File: src/rtl/step_dir_decoder_pkg.sv
// Shared definitions for the step/direction decoder: FSM state encoding,
// default sizing and the saturating error-counter helper.
package step_dir_decoder_pkg;

    typedef enum logic [1:0] {
        IDLE    = 2'd0,
        ACQUIRE = 2'd1,
        LOCKED  = 2'd2,
        LOST    = 2'd3
    } state_t;

    localparam int DEF_W      = 4;
    localparam int DEF_LOCK_N = 2;

    // Error counter sticks at its maximum instead of wrapping back to zero.
    function automatic logic [3:0] sat_inc4(input logic [3:0] v);
        return (v == 4'hF) ? v : v + 4'd1;
    endfunction

endpackage

File: src/rtl/step_dir_decoder_step_classify.sv
// Combinational step classifier: compares the new count against the previous
// sample and flags +1 / -1 steps and the two wrap-around cases.
module step_classify
    import step_dir_decoder_pkg::*;
#(
    parameter int W = DEF_W
) (
    input  logic [W-1:0] prev,
    input  logic [W-1:0] num_in,
    output logic         good_up,
    output logic         good_dn,
    output logic         wrap_up_c,
    output logic         wrap_dn_c
);

    logic [W-1:0] delta;

    // Modular difference; +1 and all-ones (-1) are the only legal steps.
    always_comb begin
        delta     = num_in - prev;
        good_up   = (delta == W'(1));
        good_dn   = (delta == '1);
        wrap_up_c = good_up && (prev == '1);
        wrap_dn_c = good_dn && (prev == '0);
    end

endmodule

File: src/rtl/step_dir_decoder.sv
// Step/direction decoder: watches the value of an up/down counter, recovers
// its direction, detects illegal steps and tracks lock on a clean stream.
module step_dir_decoder
    import step_dir_decoder_pkg::*;
#(
    parameter int W      = DEF_W,
    parameter int LOCK_N = DEF_LOCK_N
) (
    input  logic         clk,
    input  logic         rst,
    input  logic         en,
    input  logic [W-1:0] num_in,
    output logic         dir,
    output logic         dir_valid,
    output logic         step_err,
    output logic         wrap_up,
    output logic         wrap_dn,
    output logic         locked,
    output logic [3:0]   err_cnt
);

    localparam logic [3:0] LOCK_N_C = 4'(LOCK_N);

    state_t       state_q, state_d;
    logic [W-1:0] prev_q, prev_d;
    logic [3:0]   good_cnt_q, good_cnt_d;
    logic [3:0]   err_cnt_d;
    logic [3:0]   good_inc;
    logic         dir_d, dir_valid_d, step_err_d, wrap_up_d, wrap_dn_d, locked_d;
    logic         good_up, good_dn, wrap_up_c, wrap_dn_c, good;

    step_classify #(.W(W)) u_classify (
        .prev      (prev_q),
        .num_in    (num_in),
        .good_up   (good_up),
        .good_dn   (good_dn),
        .wrap_up_c (wrap_up_c),
        .wrap_dn_c (wrap_dn_c)
    );

    assign good     = good_up | good_dn;
    assign good_inc = good_cnt_q + 4'd1;

    // Next-state, counter and pulse decode for the sample taken this edge.
    always_comb begin
        state_d     = state_q;
        prev_d      = prev_q;
        good_cnt_d  = good_cnt_q;
        err_cnt_d   = err_cnt;
        dir_d       = dir;
        dir_valid_d = 1'b0;
        step_err_d  = 1'b0;
        wrap_up_d   = 1'b0;
        wrap_dn_d   = 1'b0;
        if (en) begin
            prev_d = num_in;
            if (state_q == IDLE) begin
                // First sample only seeds the reference value.
                good_cnt_d = 4'd0;
                state_d    = ACQUIRE;
            end else if (good) begin
                dir_d       = good_dn;
                dir_valid_d = 1'b1;
                wrap_up_d   = wrap_up_c;
                wrap_dn_d   = wrap_dn_c;
                case (state_q)
                    ACQUIRE: begin
                        good_cnt_d = good_inc;
                        if (good_inc >= LOCK_N_C) state_d = LOCKED;
                    end
                    LOST: begin
                        good_cnt_d = 4'd1;
                        state_d    = (LOCK_N == 1) ? LOCKED : ACQUIRE;
                    end
                    default: ;
                endcase
            end else begin
                step_err_d = 1'b1;
                case (state_q)
                    ACQUIRE: good_cnt_d = 4'd0;
                    LOCKED: begin
                        state_d    = LOST;
                        good_cnt_d = 4'd0;
                        err_cnt_d  = sat_inc4(err_cnt);
                    end
                    LOST:    err_cnt_d = sat_inc4(err_cnt);
                    default: ;
                endcase
            end
        end
        locked_d = (state_d == LOCKED);
    end

    // State, reference value, counters and registered outputs.
    always_ff @(posedge clk or negedge rst) begin
        if (!rst) begin
            state_q    <= IDLE;
            prev_q     <= '0;
            good_cnt_q <= 4'd0;
            err_cnt    <= 4'd0;
            dir        <= 1'b0;
            dir_valid  <= 1'b0;
            step_err   <= 1'b0;
            wrap_up    <= 1'b0;
            wrap_dn    <= 1'b0;
            locked     <= 1'b0;
        end else begin
            state_q    <= state_d;
            prev_q     <= prev_d;
            good_cnt_q <= good_cnt_d;
            err_cnt    <= err_cnt_d;
            dir        <= dir_d;
            dir_valid  <= dir_valid_d;
            step_err   <= step_err_d;
            wrap_up    <= wrap_up_d;
            wrap_dn    <= wrap_dn_d;
            locked     <= locked_d;
        end
    end

endmodule

File: config.mk
export PLATFORM = sky130hd
export DESIGN_NAME = step_dir_decoder
export DESIGN_NICKNAME = d
export VERILOG_FILES = /design/src/rtl/step_dir_decoder_pkg.sv /design/src/rtl/step_dir_decoder_step_classify.sv /design/src/rtl/step_dir_decoder.sv
export SDC_FILE = /design/constraint.sdc
export NUM_CORES = 1
export LEC_CHECK = 0
export BUFFER_PORTS_ARGS = -buffer_cell sky130_fd_sc_hd__buf_2
export CORE_ASPECT_RATIO = 1.75
export CORE_MARGIN = 4
export CORE_UTILIZATION = 45
export DETAILED_ROUTE_END_ITERATION = 8
export PLACE_DENSITY = 0.63
export SLEW_MARGIN = 40
export SYNTH_ARGS = -nofsm -noshare
export SYNTH_HDL_FRONTEND = slang
export SYNTH_SLANG_ARGS = --single-unit
export TNS_END_PERCENT = 1
File: constraint.sdc
create_clock -name clk -period 5.7 [get_ports clk]
set_clock_uncertainty 0.1 [all_clocks]
set_input_delay 0.855 -clock clk [delete_from_list [all_inputs] [get_ports clk]]
set_output_delay 0.855 -clock clk [all_outputs]
set_load 0.02 [all_outputs]
==> impl_metrics.toml, run 1 <==
[global_routing]
grt_pass1_wl_um = 4090
grt_pass1_vias = 936
grtUsageTotal_pct = 15.2
grt_antenna_before_repair = 0
grt_overflow = 0
grt_max_degree = 21

[yosys]
async_flop_share_pct = 100
ys_types = 41
ys.warnings.count = 0
ys.flop_type = "dfrtp_1"
yosys-top-cells-area = "dfrtp_1 40%, ha_1 11%, nand2_1 3.3%"
syn_nets = 148
synth_edf_count = 0
synth_seq_area_share_pct = 39.6
syn_inst = 129
syn_area_sq_um = 1260
ys_ff_latch = 20
syn_area_per_cell_sq_um = 9.79
synth_top_area_share_pct = 39.6
synth_top_area_cell = "dfrtp_1"

[routing]
drc_errors = 0
num_vias = 949
firstDrtPassIters = 4
antenna_left = 0
drt_wl_total_um = 2420
vias_per_cell = 5.52
post_drt_wl_per_cell_um = 14.1
drt_iter0_markers = 21

[power]
intPower_uw = 334
swShare_pct = 40.4
p_leak_nw = 0.686
power_frac_seq_pct = 36.4
p_total_uw = 561
p_sw_uw = 226
power_density_nw_per_um2 = 398
clkPwrFrac_pct = 19.4
combPwrFrac_pct = 44.2
power.ir.vdd_worst_uv = 203

[timing]
finalCritPeriodShare_pct = 51.4
timing.fmax_mhz = 342
tightest_slew_ps = 449
timing.hold.ws_ps = 409
fin_crit_ps = 2930
final.setup.tns_ps = 0
rsz0062_at_grt = "no"
hold_violations = 0
setup_viol = 0
drv_slew = 0
max_slew_margin_pct = 70.0

[critical_path]
required_ps = 5750
critical_path.top_delay_family = "simple AND/OR/NAND/NOR gates"
worstSetupEndpointType = "flop"
worst-path-buf-inv = 3
critPathArrivalTime_ps = 2970
cpMostUsedCell = "inv_1"
cp_slowest_cell = "fa_1"
cpPeakStageDelay_ps = 400
start_kind = "input port"
path_cells = "buf_2 -> inv_1 -> ha_1 -> inv_1 -> fa_1 -> xor2_2 -> nand3b_1 -> or3_4 -> and3b_1 -> nand2_4 -> mux2_1"
path_class = "input port to flop"
critPathMaxFanout = 5

[floorplanning]
rows = 25
core_sq_um = 2690
die_w_um = 48.0
ioPinCount = 17
initial_core_util_pct = 46.9
die-area_sq_um = 3750
fp.dieH_um = 78.1

[cts]
clk_pin_slew_ps = 70
clk_latency_ps = 260
cts_buffer_depth = 2
cts_root_buf = "clkbuf_8"
cts_buffers = 3
cts_setup_buffers = 0
htree_levels = 1
tritoncts = "yes"
cts.sinks = 20
hold_buffers = 0
cts_resized = 0

[run]
drv_cap = 0

[finish]
nets = 165
fin_util_pct = 52.4
area_growth_pct = 11.6
antenna_cells = 0
layout-drive-gt1-share_pct = 20.7

[min_path]
min_path_type = "flop to flop"

[place]
io_buffers = 16
post-dp-hpwl_um = 1880
gp_congestion = 0.764

[outcome]
status = "finished, final reports clean"
area by class of cell:
class / instances / area [sq um]
clock buffers: 4 / 55.1
fillers: 255 / 1280
inverters: 9 / 33.8
multi-input cells: 96 / 706
flip-flops and latches: 20 / 500
well taps: 27 / 33.8
repair buffers: 16 / 80.1
power by group through the flow:
stage | Combinational (mW) | Clock, mW | Sequential [mW]
CTS | 0.251 | 0.110 | 0.205
global route | 0.279 | 0.118 | 0.210
global placement | 0.244 | 0 | 0.207
detailed placement | 0.249 | 0 | 0.207
floorplan | 0.171 | 0 | 0.225
finish | 0.248 | 0.109 | 0.204
state kept, by name (all words and copies together) (netlist names), 2 cells and up:
register    count
state_q         2
good_cnt_q      4
err_cnt         4
prev_q          4
layer usage:
metal	share of wire (%)	track usage, %	wire, um
met1	38	16.3	927
met2	57	25.9	1370
met3	1.9	2.06	45
met4	3.0	9.43	73
met5	0	0	0
kinds of logic after synthesis:
family / after synthesis / synth area share (%)
compound gates: 27 / 14.1
xor+xnor: 6 / 4.76
fa+ha+maj: 12 / 12.5
buf+inv: 13 / 4.46
flops: 20 / 39.6
mux: 4 / 3.47
simple gates: 47 / 21.1
synthesized netlist by cell type, types with 2 or more instances:
library cell / n
a21oi_1: 6
a22o_1: 3
and3_1: 3
clkbuf_1: 3
dfrtp_1: 20
ha_1: 11
inv_1: 9
mux2_2: 2
nand2_1: 11
nand2b_1: 4
nand3_1: 4
nand3b_1: 3
nand4_1: 3
nor2_1: 8
nor3_1: 2
nor3_2: 2
o21ai_0: 8
xnor2_1: 3
xor2_1: 2
final timing paths:
check | from | end | cells after the start | slack (ps)
worst max-delay path | num_in[0] | err_cnt[1] | 11 | 2770
worst min-delay path | err_cnt[3] | err_cnt[3] | 1 | 410
worst max register to register | prev_q[0] | err_cnt[1] | 9 | 3120
worst min register to register | err_cnt[3] | err_cnt[3] | 1 | 410
max in group asynchronous | rst | err_cnt[1] | 1 | 4760
min in group asynchronous | rst | good_cnt_q[3] | 1 | 430
cell usage in the layout (no fill, tap or decap), types with 4 or more instances in the layout:
| cell | netlist | final |
|---|---|---|
| a21oi_1 | 6 | 6 |
| buf_2 | 0 | 16 |
| clkbuf_8 | 0 | 4 |
| dfrtp_1 | 20 | 20 |
| ha_1 | 11 | 11 |
| inv_1 | 9 | 9 |
| nand2_1 | 11 | 11 |
| nand2b_1 | 4 | 4 |
| nand3_1 | 4 | 4 |
| nor2_1 | 8 | 8 |
| o21ai_0 | 8 | 8 |
stage by stage:
| step | area [sq um] | setup WS (ps) | std cells |
|---|---|---|---|
| 3_5_place_dp | 1350 | 2500 | 168 |
| 6_report | 1410 | 2770 | 172 |
| 4_1_cts | 1410 | 2780 | 172 |
| 2_1_floorplan | 1260 | 2740 | 129 |
| 5_1_grt | 1410 | 2690 | 172 |
| 3_3_place_gp | 1350 | 2610 | 168 |
Power figures use the tool's default switching activity.
==> run 2, diff against run 1 <==
PLACE_DENSITY = 0.65   (was 0.63)
clock period = 2.4 ns   (was 5.7 ns; I/O delays follow)
==> run 2 against run 1 <==
Effect of this change:
- global-route usage increased by 0.87 points
- total power increased by 140%
- highest routed layer unchanged
- sequential power increased by 140%
- largest power group unchanged
- clock power increased by 94%
- clock-buffer cell count decreased by 1
- critical path type is now flop to flop
- die area unchanged
- cell area increased by 7.1%
- critical path depth decreased by 3
==> impl_metrics.toml, run 2 (same netlist as run 1, synthesis figures left out) <==
[timing]
rsz0062_at_grt = "yes"
tightest_slew_ps = 443
final.setup.worst_slack_ps = 62.6
hold_violations = 0
max_slew_margin_pct = 70.5
final.setup.tns_ps = 0
drv_slew = 0
timing.fmax_mhz = 428
fin_crit_ps = 2340
setup_viol = 0
timing.hold.ws_ps = 255
finalCritPeriodShare_pct = 97.4

[cts]
cts_buffer_depth = 2
tritoncts = "yes"
htree_levels = 1
cts.sinks = 20
cts_setup_buffers = 0
clk_latency_ps = 250
cts_root_buf = "clkbuf_8"
clk_pin_slew_ps = 70
cts_buffers = 3

[finish]
antenna_cells = 0
layout_commonest_cell = "dfrtp_1"
layout-drive-gt1-share_pct = 30.7
area_growth_pct = 19.5
stdcell_count = 180
nets = 174
layout_common_cells = "20 x dfrtp_1, 16 x buf_2, 10 x nand2_1, 9 x ha_1"
fin_util_pct = 56.1
final_area_sq_um = 1510
top_regs = "err_cnt (4), good_cnt_q (4), prev_q (4)"

[place]
preCtsSetupSlack_ps = -127
post-dp-hpwl_um = 1900
place_area_sq_um = 1420
gp_congestion = 0.730
io_buffers = 16
dpl.cell_count = 176

[critical_path]
path_class = "flop to flop"
critPathMaxFanout = 5
r2r_slack_ps = 60
reg2reg_to = "err_cnt[1]"
start_kind = "flop"
r2r-start = "prev_q[0]"
worstSetupEndpointType = "flop"
required_ps = 2440
worstRegToRegCells = 8
critPathArrivalTime_ps = 2380

[global_routing]
grt_antenna_before_repair = 0
grtUsageTotal_pct = 16.1
grt_pass1_vias = 1053
grt_max_degree = 21
grt_overflow = 0
grt_pass1_wl_um = 4360

[routing]
drc_errors = 0
firstDrtPassIters = 4
antenna_left = 0
vias_per_cell = 5.57
drt_iter0_markers = 9
num_vias = 1003
post_drt_wl_per_cell_um = 14.2
drt_wl_total_um = 2550

[power]
power_density_nw_per_um2 = 909
power.ir.vdd_worst_uv = 543
p_total_mw = 1.37
p_leak_nw = 0.727

[min_path]
hold_path_depth = 2
min-delay-start = "num_in[0]"
hold_end = "prev_q[0]"
min_path_type = "input port to flop"

[floorplanning]
ioPinCount = 17
core_sq_um = 2690
initial_core_util_pct = 46.9
rows = 25
die-area_sq_um = 3750
fp.dieH_um = 78.1
die_w_um = 48.0

[run]
drv_cap = 0

[outcome]
status = "finished, final reports clean"
==> run 2: cell types whose count changed in the layout (fill, tap and decap cells not counted), sizes merged <==
cell,change
clkbuf,-1
dlygate4sd3,+1
buf,+8
==> run 2: worst max-delay path: stages, from the launching register on <==
cell	delay, ps
dfrtp_1	350
ha_2	190
inv_2	40
fa_2	520
nand3b_1	70
or3_4	350
and3b_2	240
nand2_4	60
mux2_4	300
==> run 2: per-layer routing <==
metal  global-route usage [%]  up-vias  wire, um
met1                     16.5      488       907
met3                     2.06        5        49
met5                        0        -         0
li1                         -      501         -
met2                     28.8        9      1520
met4                     8.36        0        72
==> run 2: timing repair <==
| item | CTS | global route |
|---|---|---|
| hold endpoints to repair | 20 | 0 |
| pin swaps | 1 | 2 |
| hold buffers | 1 | 0 |
| gates resized for setup | 2 | 8 |
| endpoints found under the setup margin | 1 | 10 |
==> run 2: how the worst max path moves through the flow <==
stage / startpoint / cells past startpoint / slack [ps] / end
2_1_floorplan: num_in[0] / 10 / -40 / err_cnt[1]
4_1_cts: prev_q[0] / 9 / 7 / err_cnt[1]
3_3_place_gp: num_in[0] / 11 / -80 / err_cnt[1]
5_1_grt: prev_q[0] / 8 / -10 / err_cnt[1]
3_5_place_dp: num_in[0] / 11 / -130 / err_cnt[1]
6_report: prev_q[0] / 8 / 60 / err_cnt[1]
==> run 2: power by group <==
part / leakage, nW / internal [mW] / switching, mW
combinational: 0.447 / 0.296 / 0.375
sequential: 0.258 / 0.408 / 0.0803
clock: 0.0216 / 0.112 / 0.100
==> run 2: area by class of cell <==
cell class	count	area [sq um]
Fill cell	246	1180
Tap cell	27	33.8
Timing Repair Buffer	25	150
Sequential cell	20	500
Inverter	9	33.8
Clock buffer	3	41.3
Multi-Input combinational cell	96	749
==> run 3, diff against run 2 <==
ABC_AREA = 1   (was unset)
GPL_TIMING_DRIVEN = 0   (was unset)
TNS_END_PERCENT = 30   (was 1)
==> run 3 against run 2 <==
Effect of this change:
- global-route usage is 0.71 points lower
- hold slack worse by 38 ps
- clock-buffer cell count stayed put
- combinational power is 3% higher
- cell area is 2.6% higher
- non-clock buffer count is 7 lower
- core utilization is 2.6 points lower
- maximum frequency is 7.0% higher
- clock power is 61% higher
- worst setup slack better by 150 ps
- die area is 6.1% higher
- routed wire length is 2.3% higher
- critical path type unchanged
- largest cell class unchanged
- highest routed layer unchanged
==> impl_metrics.toml, run 3 <==
[critical_path]
critPathMaxFanout = 9
worstRegToRegCells = 13
cp_slowest_cell = "dfrtp_1"
critPathArrivalTime_ps = 2250
cpPeakStageDelay_ps = 390
start_kind = "flop"
cpMostUsedCell = "nand2_1"
path_class = "flop to flop"
critical_path.top_delay_family = "simple AND/OR/NAND/NOR gates"
critical_path_depth = 13
required_ps = 2460
worstSetupEndpointType = "flop"
path_cells = "ha_1 -> inv_1 -> fa_1 -> xnor2_1 -> nand2_1 -> nor2_2 -> nand2_4 -> nand2_8 -> nor2_4 -> nand2_4 -> nand3_2 -> nand2_1 -> nand2_1"
r2r_slack_ps = 220
worst-path-buf-inv = 1

[routing]
post_drt_wl_per_cell_um = 12.0
drt_wl_total_um = 2610
num_vias = 1109
firstDrtPassIters = 4
drc_errors = 0
drt_iter0_markers = 13
antenna_left = 0
vias_per_cell = 5.11

[cts]
htree_levels = 1
cts_buffer_depth = 2
cts_setup_buffers = 0
cts_buffers = 3
cts.sinks = 20
cts_root_buf = "clkbuf_8"
clk_pin_slew_ps = 80
clk_latency_ps = 270
cts_resized = 0
hold_buffers = 1
tritoncts = "yes"

[min_path]
hold_path_depth = 3
min_path_type = "input port to flop"

[yosys]
syn_inst = 168
yosysMostFrequentCell = "nand2_1"
syn_area_sq_um = 1350
yosys-top-cells-area = "dfrtp_1 37%, nand2_1 13%, ha_1 10%"
syn_area_per_cell_sq_um = 8.04
synth_common_cells = "47 x nand2_1, 22 x inv_1, 20 x dfrtp_1, 16 x nor2_1, 11 x ha_1"
ys.warnings.count = 0
ys_ff_latch = 20
synth_seq_area_share_pct = 37.0
ys.flop_type = "dfrtp_1"
async_flop_share_pct = 100
synth_edf_count = 0
synth_top_area_share_pct = 37.0
synth_top_area_cell = "dfrtp_1"
ys_types = 25
syn_nets = 187

[timing]
finalCritPeriodShare_pct = 91.0
rsz0062_at_grt = "no"
hold_violations = 0
timing.fmax_mhz = 458
max_slew_margin_pct = 70.0
tightest_slew_ps = 450
final.setup.tns_ps = 0
drv_slew = 0
setup_viol = 0
fin_crit_ps = 2180
timing.hold.ws_ps = 217

[place]
dpl.cell_count = 212
post-dp-hpwl_um = 2050
gp_congestion = 0.852
io_buffers = 16

[finish]
antenna_cells = 0
fin_util_pct = 53.5
multi_input_area_sq_um = 753
stdcell_count = 217
fillerInstances = 291
top_regs = "err_cnt (4), good_cnt_q (4), prev_q (4)"
area_growth_pct = 14.5
layout_commonest_cell = "nand2_1"
layout.area.seq_sq_um = 500
layout_common_cells = "47 x nand2_1, 22 x inv_1, 20 x dfrtp_1, 16 x nor2_1, 16 x buf_2"
layout-drive-gt1-share_pct = 21.2
nets = 209

[global_routing]
grt_overflow = 0
grtUsageTotal_pct = 15.4
grt_max_degree = 21
grt_pass1_wl_um = 4800
grt_pass1_vias = 1149
grt_antenna_before_repair = 0

[power]
power.ir.vdd_worst_uv = 608
power_density_nw_per_um2 = 985
p_leak_nw = 0.829

[outcome]
status = "finished, final reports clean"

[floorplanning]
initial_core_util_pct = 46.7
ioPinCount = 17
core_sq_um = 2900
die-area_sq_um = 3980
rows = 26
fp.dieH_um = 80.5
die_w_um = 49.4

[run]
drv_cap = 0
==> run 3: cell count changes in the layout (fill, tap and decap cells not counted), moves of 3 or more <==
cell      delta
a21oi_1      -4
a22o_1       -3
and3_1       -3
buf_4        -8
inv_1       +14
nand2_1     +37
nand2_2      +3
nand2b_1     -4
nand3_1      +6
nand3b_1     -3
nand4_1      +5
nor2_1       +8
o21ai_0      -3
==> run 3: layout make-up <==
cell class / count / area share [%]
Inverter: 25 / 6.06
Tap cell: 28 / 2.26
Multi-Input combinational cell: 122 / 48.7
Buffer: 1 / 0.243
Sequential cell: 20 / 32.3
Timing Repair Buffer: 17 / 5.82
Clock inverter: 1 / 1.94
Clock buffer: 3 / 2.67
==> run 3: worst paths after layout <==
| path | from | to |
|---|---|---|
| worst min-delay path | num_in[2] | prev_q[2] |
| worst max register to register | prev_q[0] | good_cnt_q[0] |
| worst min register to register | dir | dir |
| worst max-delay path | prev_q[0] | good_cnt_q[0] |
| max in group asynchronous | rst | step_err |
| min in group asynchronous | rst | good_cnt_q[3] |
==> run 3: cells by family after synthesis <==
| kind of cell | Yosys count | synth area share, % |
|---|---|---|
| buf+inv | 26 | 7.22 |
| fa+ha+maj | 12 | 11.7 |
| flops | 20 | 37.0 |
| compound gates | 8 | 3.24 |
| xor+xnor | 4 | 2.59 |
| simple gates | 98 | 38.2 |
==> run 3: metrics by stage <==
stage               instance area, sq um  power (mW)  setup slack [ps]
finish                              1550        1.52               216
global route                        1550        1.66              55.7
CTS                                 1550        1.54               206
detailed placement                  1470        1.20              87.8
global placement                    1470        1.18               120
floorplan                           1350        1.03               349
==> run 3: worst register-to-register path: stages (launching register included) <==
cell     delay, ps
dfrtp_1        390
ha_1           160
inv_1           60
fa_1           370
xnor2_1        220
nand2_1         90
nor2_2         130
nand2_4        100
nand2_8        110
nor2_4          50
nand2_4         70
nand3_2        110
nand2_1         80
nand2_1         50
==> run 3: power by group <==
part | internal (mW) | switching [mW] | total [mW]
registers | 0.417 | 0.0782 | 0.495
clock network | 0.223 | 0.119 | 0.342
logic | 0.259 | 0.429 | 0.688
total | 0.898 | 0.626 | 1.52
==> run 3: routing by layer <==
metal  wire [um]  track usage, %  part of all wire (%)  vias to the layer above
met5           0               0                     0                        -
met4          53            6.37                   2.0                        0
met3          49            1.86                   1.9                        5
met2        1550            32.1                    59                       11
met1         956            14.3                    37                      520
li1            -               -                     -                      573
